===== config.mk =====
export PLATFORM = sky130hd
export DESIGN_NAME = mem_port_arbiter_flat
export DESIGN_NICKNAME = d
export VERILOG_FILES = /design/src/rtl/mem_port_arbiter_if.sv /design/src/rtl/mem_port_arbiter.sv /design/src/flat_wrapper.sv
export SDC_FILE = /design/constraint.sdc
export NUM_CORES = 1
export LEC_CHECK = 0
export BUFFER_PORTS_ARGS = -buffer_cell sky130_fd_sc_hd__buf_2
export CAP_MARGIN = 20
export CORE_AREA = 2 2 108 110
export CTS_BUF_LIST = sky130_fd_sc_hd__clkbuf_16
export DETAILED_ROUTE_END_ITERATION = 10
export DIE_AREA = 0 0 110 112
export SYNTH_ARGS = -nofsm -noshare
export SYNTH_HDL_FRONTEND = slang
export SYNTH_SLANG_ARGS = --single-unit

===== constraint.sdc =====
create_clock -name clk -period 2.34 [get_ports clk]
set_input_delay 0.351 -clock clk [delete_from_list [all_inputs] [get_ports clk]]
set_output_delay 0.351 -clock clk [all_outputs]
set_load 0.005 [all_outputs]

===== src/rtl/mem_port_arbiter_if.sv =====
// Bundle of the fetch, load/store and memory-side OBI signals handled by mem_port_arbiter.
// The slave modport is the arbiter's view; the master modport is the surrounding core/memory.
interface mem_port_arbiter_if;
   logic        instr_req_i;
   logic [31:0] instr_addr_i;
   logic        instr_gnt_o;
   logic        instr_rvalid_o;
   logic [31:0] instr_rdata_o;
   logic        instr_err_o;
   logic        instr_flush_i;

   logic        data_req_i;
   logic        data_we_i;
   logic [3:0]  data_be_i;
   logic [31:0] data_addr_i;
   logic [31:0] data_wdata_i;
   logic        data_gnt_o;
   logic        data_rvalid_o;
   logic [31:0] data_rdata_o;
   logic        data_err_o;

   logic        mem_req_o;
   logic        mem_we_o;
   logic [3:0]  mem_be_o;
   logic [31:0] mem_addr_o;
   logic [31:0] mem_wdata_o;
   logic        mem_gnt_i;
   logic        mem_rvalid_i;
   logic [31:0] mem_rdata_i;
   logic        mem_err_i;

   logic        protocol_err_o;

   modport slave (
      input  instr_req_i, instr_addr_i, instr_flush_i,
      output instr_gnt_o, instr_rvalid_o, instr_rdata_o, instr_err_o,
      input  data_req_i, data_we_i, data_be_i, data_addr_i, data_wdata_i,
      output data_gnt_o, data_rvalid_o, data_rdata_o, data_err_o,
      output mem_req_o, mem_we_o, mem_be_o, mem_addr_o, mem_wdata_o,
      input  mem_gnt_i, mem_rvalid_i, mem_rdata_i, mem_err_i,
      output protocol_err_o
   );

   modport master (
      output instr_req_i, instr_addr_i, instr_flush_i,
      input  instr_gnt_o, instr_rvalid_o, instr_rdata_o, instr_err_o,
      output data_req_i, data_we_i, data_be_i, data_addr_i, data_wdata_i,
      input  data_gnt_o, data_rvalid_o, data_rdata_o, data_err_o,
      input  mem_req_o, mem_we_o, mem_be_o, mem_addr_o, mem_wdata_o,
      output mem_gnt_i, mem_rvalid_i, mem_rdata_i, mem_err_i,
      input  protocol_err_o
   );
endinterface


===== src/rtl/mem_port_arbiter.sv =====
// Shares one OBI memory port between fetch and load/store, tracking outstanding
// transactions in order so each response is routed to its owner (stale fetches dropped).
module mem_port_arbiter #(
   parameter int MAX_OUTSTANDING = 2,
   parameter int DATA_STREAK_MAX = 4
) (
   input  logic                clk,
   input  logic                rstn,
   mem_port_arbiter_if.slave   bus
);
   localparam int CW = 3;
   localparam int SW = $clog2(DATA_STREAK_MAX + 1);

   typedef enum logic [1:0] {IDLE, LOCK_I, LOCK_D} state_t;

   state_t                     state_q, state_d;
   logic [CW-1:0]              cnt_q, cnt_d;
   logic [SW-1:0]              streak_q, streak_d;
   logic [MAX_OUTSTANDING-1:0] own_q, own_d;   // 1 = fetch owns the entry, index 0 is oldest
   logic [MAX_OUTSTANDING-1:0] dis_q, dis_d;
   logic                       perr_q;
   logic                       sel_instr, sel_req, full, accept, pop, streak_sat;

   assign streak_sat = (streak_q == SW'(DATA_STREAK_MAX));
   assign full       = (cnt_q == CW'(MAX_OUTSTANDING));
   assign pop        = bus.mem_rvalid_i && (cnt_q != '0);

   // NOTE: every variable written in always_comb gets a default first, so no path can infer a latch.
   always_comb begin
      sel_instr = bus.instr_req_i && (!bus.data_req_i || streak_sat);
      case (state_q)
         LOCK_I:  sel_instr = 1'b1;
         LOCK_D:  sel_instr = 1'b0;
         default: ;
      endcase
   end

   assign sel_req         = sel_instr ? bus.instr_req_i : bus.data_req_i;
   assign bus.mem_req_o   = sel_req && !full;
   assign accept          = bus.mem_req_o && bus.mem_gnt_i;
   assign bus.mem_we_o    = sel_instr ? 1'b0 : bus.data_we_i;
   assign bus.mem_be_o    = sel_instr ? 4'hF : bus.data_be_i;
   assign bus.mem_addr_o  = sel_instr ? bus.instr_addr_i : bus.data_addr_i;
   assign bus.mem_wdata_o = sel_instr ? 32'h0 : bus.data_wdata_i;

   assign bus.instr_gnt_o = accept && sel_instr;
   assign bus.data_gnt_o  = accept && !sel_instr;

   // A response popped in the flush cycle is as stale as the ones still queued.
   assign bus.instr_rvalid_o = pop && own_q[0] && !dis_q[0] && !bus.instr_flush_i;
   assign bus.data_rvalid_o  = pop && !own_q[0];
   assign bus.instr_rdata_o  = bus.mem_rdata_i;
   assign bus.data_rdata_o   = bus.mem_rdata_i;
   assign bus.instr_err_o    = bus.mem_err_i;
   assign bus.data_err_o     = bus.mem_err_i;
   assign bus.protocol_err_o = perr_q;

   always_comb begin
      state_d = state_q;
      case (state_q)
         IDLE:    if (bus.mem_req_o && !bus.mem_gnt_i) state_d = sel_instr ? LOCK_I : LOCK_D;
         LOCK_I:  if (accept || bus.instr_flush_i) state_d = IDLE;
         LOCK_D:  if (accept) state_d = IDLE;
         default: state_d = IDLE;
      endcase
   end

   always_comb begin
      streak_d = streak_q;
      if (!bus.instr_req_i || (accept && sel_instr)) streak_d = '0;
      else if (accept && !streak_sat)                streak_d = streak_q + 1'b1;
   end

   // Shift-register FIFO: pop shifts toward index 0, push lands just past the survivors.
   always_comb begin
      own_d = own_q;
      dis_d = dis_q;
      cnt_d = cnt_q;
      if (pop) begin
         for (int i = 0; i < MAX_OUTSTANDING - 1; i++) begin
            own_d[i] = own_q[i+1];
            dis_d[i] = dis_q[i+1];
         end
         cnt_d = cnt_d - 1'b1;
      end
      if (accept) begin
         for (int i = 0; i < MAX_OUTSTANDING; i++) begin
            if (CW'(i) == cnt_d) begin
               own_d[i] = sel_instr;
               dis_d[i] = 1'b0;
            end
         end
         cnt_d = cnt_d + 1'b1;
      end
      if (bus.instr_flush_i) dis_d = dis_d | own_d;
   end

   // NOTE: sequential state uses non-blocking assignments so all registers update from pre-edge values.
   always_ff @(posedge clk or negedge rstn) begin
      if (!rstn) begin
         state_q  <= IDLE;
         cnt_q    <= '0;
         streak_q <= '0;
         own_q    <= '0;
         dis_q    <= '0;
         perr_q   <= 1'b0;
      end else begin
         state_q  <= state_d;
         cnt_q    <= cnt_d;
         streak_q <= streak_d;
         own_q    <= own_d;
         dis_q    <= dis_d;
         perr_q   <= perr_q || (bus.mem_rvalid_i && (cnt_q == '0));
      end
   end
endmodule

===== src/flat_wrapper.sv =====
// flat-port wrapper written by rule: the top's interface ports become plain ports
module mem_port_arbiter_flat 
#(
   parameter int MAX_OUTSTANDING = 2,
   parameter int DATA_STREAK_MAX = 4
)
  (clk, rstn, bus_instr_req_i, bus_instr_addr_i, bus_instr_flush_i, bus_instr_gnt_o, bus_instr_rvalid_o, bus_instr_rdata_o, bus_instr_err_o, bus_data_req_i, bus_data_we_i, bus_data_be_i, bus_data_addr_i, bus_data_wdata_i, bus_data_gnt_o, bus_data_rvalid_o, bus_data_rdata_o, bus_data_err_o, bus_mem_req_o, bus_mem_we_o, bus_mem_be_o, bus_mem_addr_o, bus_mem_wdata_o, bus_mem_gnt_i, bus_mem_rvalid_i, bus_mem_rdata_i, bus_mem_err_i, bus_protocol_err_o);
  mem_port_arbiter_if bus_i ();
  input  logic clk;
  input  logic rstn;
  input wire logic [$bits(bus_i.instr_req_i)-1:0] bus_instr_req_i;
  input wire logic [$bits(bus_i.instr_addr_i)-1:0] bus_instr_addr_i;
  input wire logic [$bits(bus_i.instr_flush_i)-1:0] bus_instr_flush_i;
  output wire logic [$bits(bus_i.instr_gnt_o)-1:0] bus_instr_gnt_o;
  output wire logic [$bits(bus_i.instr_rvalid_o)-1:0] bus_instr_rvalid_o;
  output wire logic [$bits(bus_i.instr_rdata_o)-1:0] bus_instr_rdata_o;
  output wire logic [$bits(bus_i.instr_err_o)-1:0] bus_instr_err_o;
  input wire logic [$bits(bus_i.data_req_i)-1:0] bus_data_req_i;
  input wire logic [$bits(bus_i.data_we_i)-1:0] bus_data_we_i;
  input wire logic [$bits(bus_i.data_be_i)-1:0] bus_data_be_i;
  input wire logic [$bits(bus_i.data_addr_i)-1:0] bus_data_addr_i;
  input wire logic [$bits(bus_i.data_wdata_i)-1:0] bus_data_wdata_i;
  output wire logic [$bits(bus_i.data_gnt_o)-1:0] bus_data_gnt_o;
  output wire logic [$bits(bus_i.data_rvalid_o)-1:0] bus_data_rvalid_o;
  output wire logic [$bits(bus_i.data_rdata_o)-1:0] bus_data_rdata_o;
  output wire logic [$bits(bus_i.data_err_o)-1:0] bus_data_err_o;
  output wire logic [$bits(bus_i.mem_req_o)-1:0] bus_mem_req_o;
  output wire logic [$bits(bus_i.mem_we_o)-1:0] bus_mem_we_o;
  output wire logic [$bits(bus_i.mem_be_o)-1:0] bus_mem_be_o;
  output wire logic [$bits(bus_i.mem_addr_o)-1:0] bus_mem_addr_o;
  output wire logic [$bits(bus_i.mem_wdata_o)-1:0] bus_mem_wdata_o;
  input wire logic [$bits(bus_i.mem_gnt_i)-1:0] bus_mem_gnt_i;
  input wire logic [$bits(bus_i.mem_rvalid_i)-1:0] bus_mem_rvalid_i;
  input wire logic [$bits(bus_i.mem_rdata_i)-1:0] bus_mem_rdata_i;
  input wire logic [$bits(bus_i.mem_err_i)-1:0] bus_mem_err_i;
  output wire logic [$bits(bus_i.protocol_err_o)-1:0] bus_protocol_err_o;
  assign bus_i.instr_req_i = bus_instr_req_i;
  assign bus_i.instr_addr_i = bus_instr_addr_i;
  assign bus_i.instr_flush_i = bus_instr_flush_i;
  assign bus_instr_gnt_o = bus_i.instr_gnt_o;
  assign bus_instr_rvalid_o = bus_i.instr_rvalid_o;
  assign bus_instr_rdata_o = bus_i.instr_rdata_o;
  assign bus_instr_err_o = bus_i.instr_err_o;
  assign bus_i.data_req_i = bus_data_req_i;
  assign bus_i.data_we_i = bus_data_we_i;
  assign bus_i.data_be_i = bus_data_be_i;
  assign bus_i.data_addr_i = bus_data_addr_i;
  assign bus_i.data_wdata_i = bus_data_wdata_i;
  assign bus_data_gnt_o = bus_i.data_gnt_o;
  assign bus_data_rvalid_o = bus_i.data_rvalid_o;
  assign bus_data_rdata_o = bus_i.data_rdata_o;
  assign bus_data_err_o = bus_i.data_err_o;
  assign bus_mem_req_o = bus_i.mem_req_o;
  assign bus_mem_we_o = bus_i.mem_we_o;
  assign bus_mem_be_o = bus_i.mem_be_o;
  assign bus_mem_addr_o = bus_i.mem_addr_o;
  assign bus_mem_wdata_o = bus_i.mem_wdata_o;
  assign bus_i.mem_gnt_i = bus_mem_gnt_i;
  assign bus_i.mem_rvalid_i = bus_mem_rvalid_i;
  assign bus_i.mem_rdata_i = bus_mem_rdata_i;
  assign bus_i.mem_err_i = bus_mem_err_i;
  assign bus_protocol_err_o = bus_i.protocol_err_o;
  mem_port_arbiter #(.MAX_OUTSTANDING(MAX_OUTSTANDING), .DATA_STREAK_MAX(DATA_STREAK_MAX)) u_core (.clk(clk), .rstn(rstn), .bus(bus_i));
endmodule

==> flow_summary.toml <==
[status]
status = "finished, violations left"
violations = "negative hold slack"

[drt]
wl_per_cell_um = 13.50
drt-initial-drc-count = 69
num_vias = 2272
first_pass_iters = 4
drt_wl_total_mm = 7.789
via_per_inst = 3.938
ant_nets = 0
drc = 0

[die]
die_y_um = 112
io_pins = 282
initial_utilization_pct = 18.69
fp.dieW_um = 110
rows = 39
core_area_mm2 = 0.01117
die-area_mm2 = 0.01232

[global_routing]
grt_pass1_vias = 2035
overflow = 0
antenna_found_initial = 0
grt_usage_pct = 10.97
grt_max_degree = 39
grt_pass1_wl_mm = 10.54

[setup_path]
crit_fanout = 16
worstSetupEndpointType = "output pin"
max_stage_delay_ns = 0.39
worst_path_max_delay_cell = "dfrtp_1"
path_cells = "inv_2, ha_4, nand2b_4, a21oi_4, buf_6, a21oi_4, buf_12, clkbuf_16, and2_1, buf_2"
cp.required_ns = 1.99
critPathLaunchType = "flip-flop"
cp_common_cell = "a21oi_4"
arrival_ns = 1.98
path_class = "flip-flop to output pin"

[placed_design]
port_buffers = 182
dp_hpwl_mm = 6.198
gp_congestion = 0.7757

[yosys]
syn_area_per_cell_um2 = 6.715
synth-seq-area-share_pct = 15.58
ys_seq_elements = 13
synth_cell_types = 39
synthCells = 311
synth_nets = 463
synthesis.area_mm2 = 0.002088
yosys_warnings = 0

[timing]
fin_crit_ns = 2.334
drv_slew = 0
clock_skew_ns = 0.002034
final_hold_viol_count = 9
tightest_slew_ns = 0.3193
max_freq_mhz = 428.5
timing.final.crit_share_pct = 99.72
setup_viol = 0
timing.hold.ws_ns = -0.003729
slew_headroom_pct = 78.11
rsz0062_at_grt = "yes"
totalNegativeSetupSlack_ns = 0

[final_layout]
drive_gt1_share_pct = 50.92
synthToLayoutAreaGrowth_pct = 43.14
fin_util_pct = 26.75
antennaDiodeCount = 0
nNetsFinal = 587

[clocking]
clockBufferDepth = 2
clock_sinks = 13
clock_latency_ns = 0.24
htree_levels = 1
cts_hold_buf = 0
cts_made_buffers = 3
path_clk_slew_ns = 0.05
cts_tree = "yes"
clock-root-buffer = "clkbuf_16"

[min_path]
min_path_type = "primary input to asynchronous set/reset pin"

[pwr]
power.density_mw_per_mm2 = 941.5
cellLeakagePower_nw = 1.749
vdd_drop_max_v = 0.0003328

[run]
drv_cap = 0
==> worst max-delay path: cells and delay by family, from the launching register on <==
family	cells	cell delay, ns
adder cells (fa/ha/maj)	1	0.21
AO/OA/AOI/OAI	2	0.16
AND/OR/NAND/NOR	2	0.30
flip-flops	1	0.39
buffers and inverters	5	0.67
==> layer usage <==
| metal | global-route usage [%] | up-vias | part of all wire [%] |
|---|---|---|---|
| li1 | - | 1152 | - |
| met1 | 11.68 | 990 | 37 |
| met2 | 20.08 | 117 | 52 |
| met3 | 4.040 | 13 | 10 |
| met4 | 2.700 | 0 | 0.95 |
| met5 | 0 | - | 0 |
==> area by class of cell <==
type | count | area [µm²]
well taps | 143 | 178.9
flip-flops and latches | 13 | 325.3
clock inverters | 1 | 3.754
inverters | 13 | 48.80
multi-input cells | 206 | 1226
fillers | 1257 | 8185
clock buffers | 3 | 75.07
repair buffers | 198 | 1131
==> cell usage after synthesis <==
cell,number,area (µm²)
and4_1,1,8.760
o2bb2ai_2,1,15.01
mux2_4,1,15.01
nand3_1,1,5.000
and2_2,1,7.510
and2_1,33,206.5
inv_1,13,48.80
a31oi_1,1,6.260
xor2_1,1,8.760
o21ai_2,1,8.760
o41a_1,1,11.26
a21oi_1,9,45.04
ha_1,11,137.6
nor4b_1,1,8.760
nand2b_1,6,37.54
o2bb2ai_1,1,8.760
and4_4,1,11.26
nand3b_1,1,7.510
mux2i_1,4,40.04
nor3b_2,2,25.02
and3b_1,1,8.760
clkbuf_1,7,26.28
nand2_1,106,397.9
dfrtp_1,13,325.3
nor2_1,8,30.03
buf_4,66,495.5
buf_2,2,10.01
a21o_1,1,7.510
xnor2_1,2,17.52
o32a_1,1,10.01
a31o_2,1,8.760
buf_6,2,22.52
and2b_1,1,7.510
o22ai_1,3,18.77
a21o_2,1,8.760
a211o_1,1,8.760
nor4_1,1,6.260
buf_1,2,7.510
a211oi_1,1,7.510
==> worst paths after layout <==
kind / to / from / depth (start not counted) / slack [ns]
max: bus_mem_wdata_o[15] / u_core.state_q[0] / 10 / 0.006
min in group clk: u_core.state_q[1] / bus_mem_gnt_i / 2 / 0.36
max in group asynchronous: u_core.dis_q[1] / rstn / 1 / 2.11
min reg2reg: u_core.bus.protocol_err_o / u_core.bus.protocol_err_o / 1 / 0.47
min: u_core.streak_q[0] / rstn / 1 / -0.004
max reg2reg: u_core.dis_q[1] / u_core.cnt_q[0] / 10 / 0.21
==> sequential cells by signal, indices dropped and copies added (netlist names) <==
signal                     cells
u_core.cnt_q                   3
u_core.streak_q                3
u_core.dis_q                   2
u_core.own_q                   2
u_core.state_q                 2
u_core.bus.protocol_err_o      1
==> placed cells by master (no fill, tap or decap), types with 2 or more instances in the layout <==
cell type / netlist / final
inv_2: 0 / 2
clkbuf_16: 0 / 5
nand2_2: 0 / 3
a21oi_1: 9 / 7
buf_2: 2 / 182
nand2_1: 106 / 102
o22ai_1: 3 / 3
dfrtp_1: 13 / 13
mux2i_1: 4 / 4
buf_6: 2 / 2
and2_1: 33 / 32
ha_1: 11 / 10
nand2b_1: 6 / 5
a21oi_4: 0 / 2
nor2_1: 8 / 8
xnor2_1: 2 / 2
buf_4: 66 / 7
inv_1: 13 / 12
buf_12: 0 / 4
==> logic make-up (layout without fill, tap and decap cells) <==
kind of cell    Yosys count  in the layout  share of synthesized area [%]
compound gates           23             23                          7.909
xor+xnor                  3              3                          1.258
fa+ha+maj                11             11                          6.591
buf+inv                  92            215                          29.24
flops                    13             13                          15.58
mux                       5              5                          2.636
simple gates            164            164                          36.79
==> report_power, final <==
part / switching [mW] / internal (mW) / leakage [nW]
sequential: 0.0574 / 0.313 / 0.162
combinational: 1.07 / 1.06 / 1.54
clock: 0.0930 / 0.225 / 0.0423
total: 1.22 / 1.60 / 1.75
==> through the flow <==
| step | instance area (µm²) | cells | power [mW] | hold WS [ns] | worst slack [ns] |
|---|---|---|---|---|---|
| after floorplan | 2088 | 311 | 1.502 | 0.05541 | 0.1531 |
| after global placement | 2705 | 564 | 2.206 | 0.2597 | 0.1324 |
| after detailed placement | 2705 | 564 | 2.215 | 0.2665 | 0.06618 |
| after CTS | 2814 | 569 | 2.588 | 0.009130 | 0.003906 |
| after global routing | 2989 | 577 | 3.090 | 0.01777 | -0.04329 |
| final | 2989 | 577 | 2.814 | -0.003729 | 0.006474 |
==> timing repair <==
action | 4_1_cts | 5_1_grt
buffers inserted | 1 | 5
cloned | 0 | 3
pin swaps | 1 | 2
resized for setup | 8 | 12
setup endpoints to repair | 53 | 61
(Power assumes the default switching activity.)
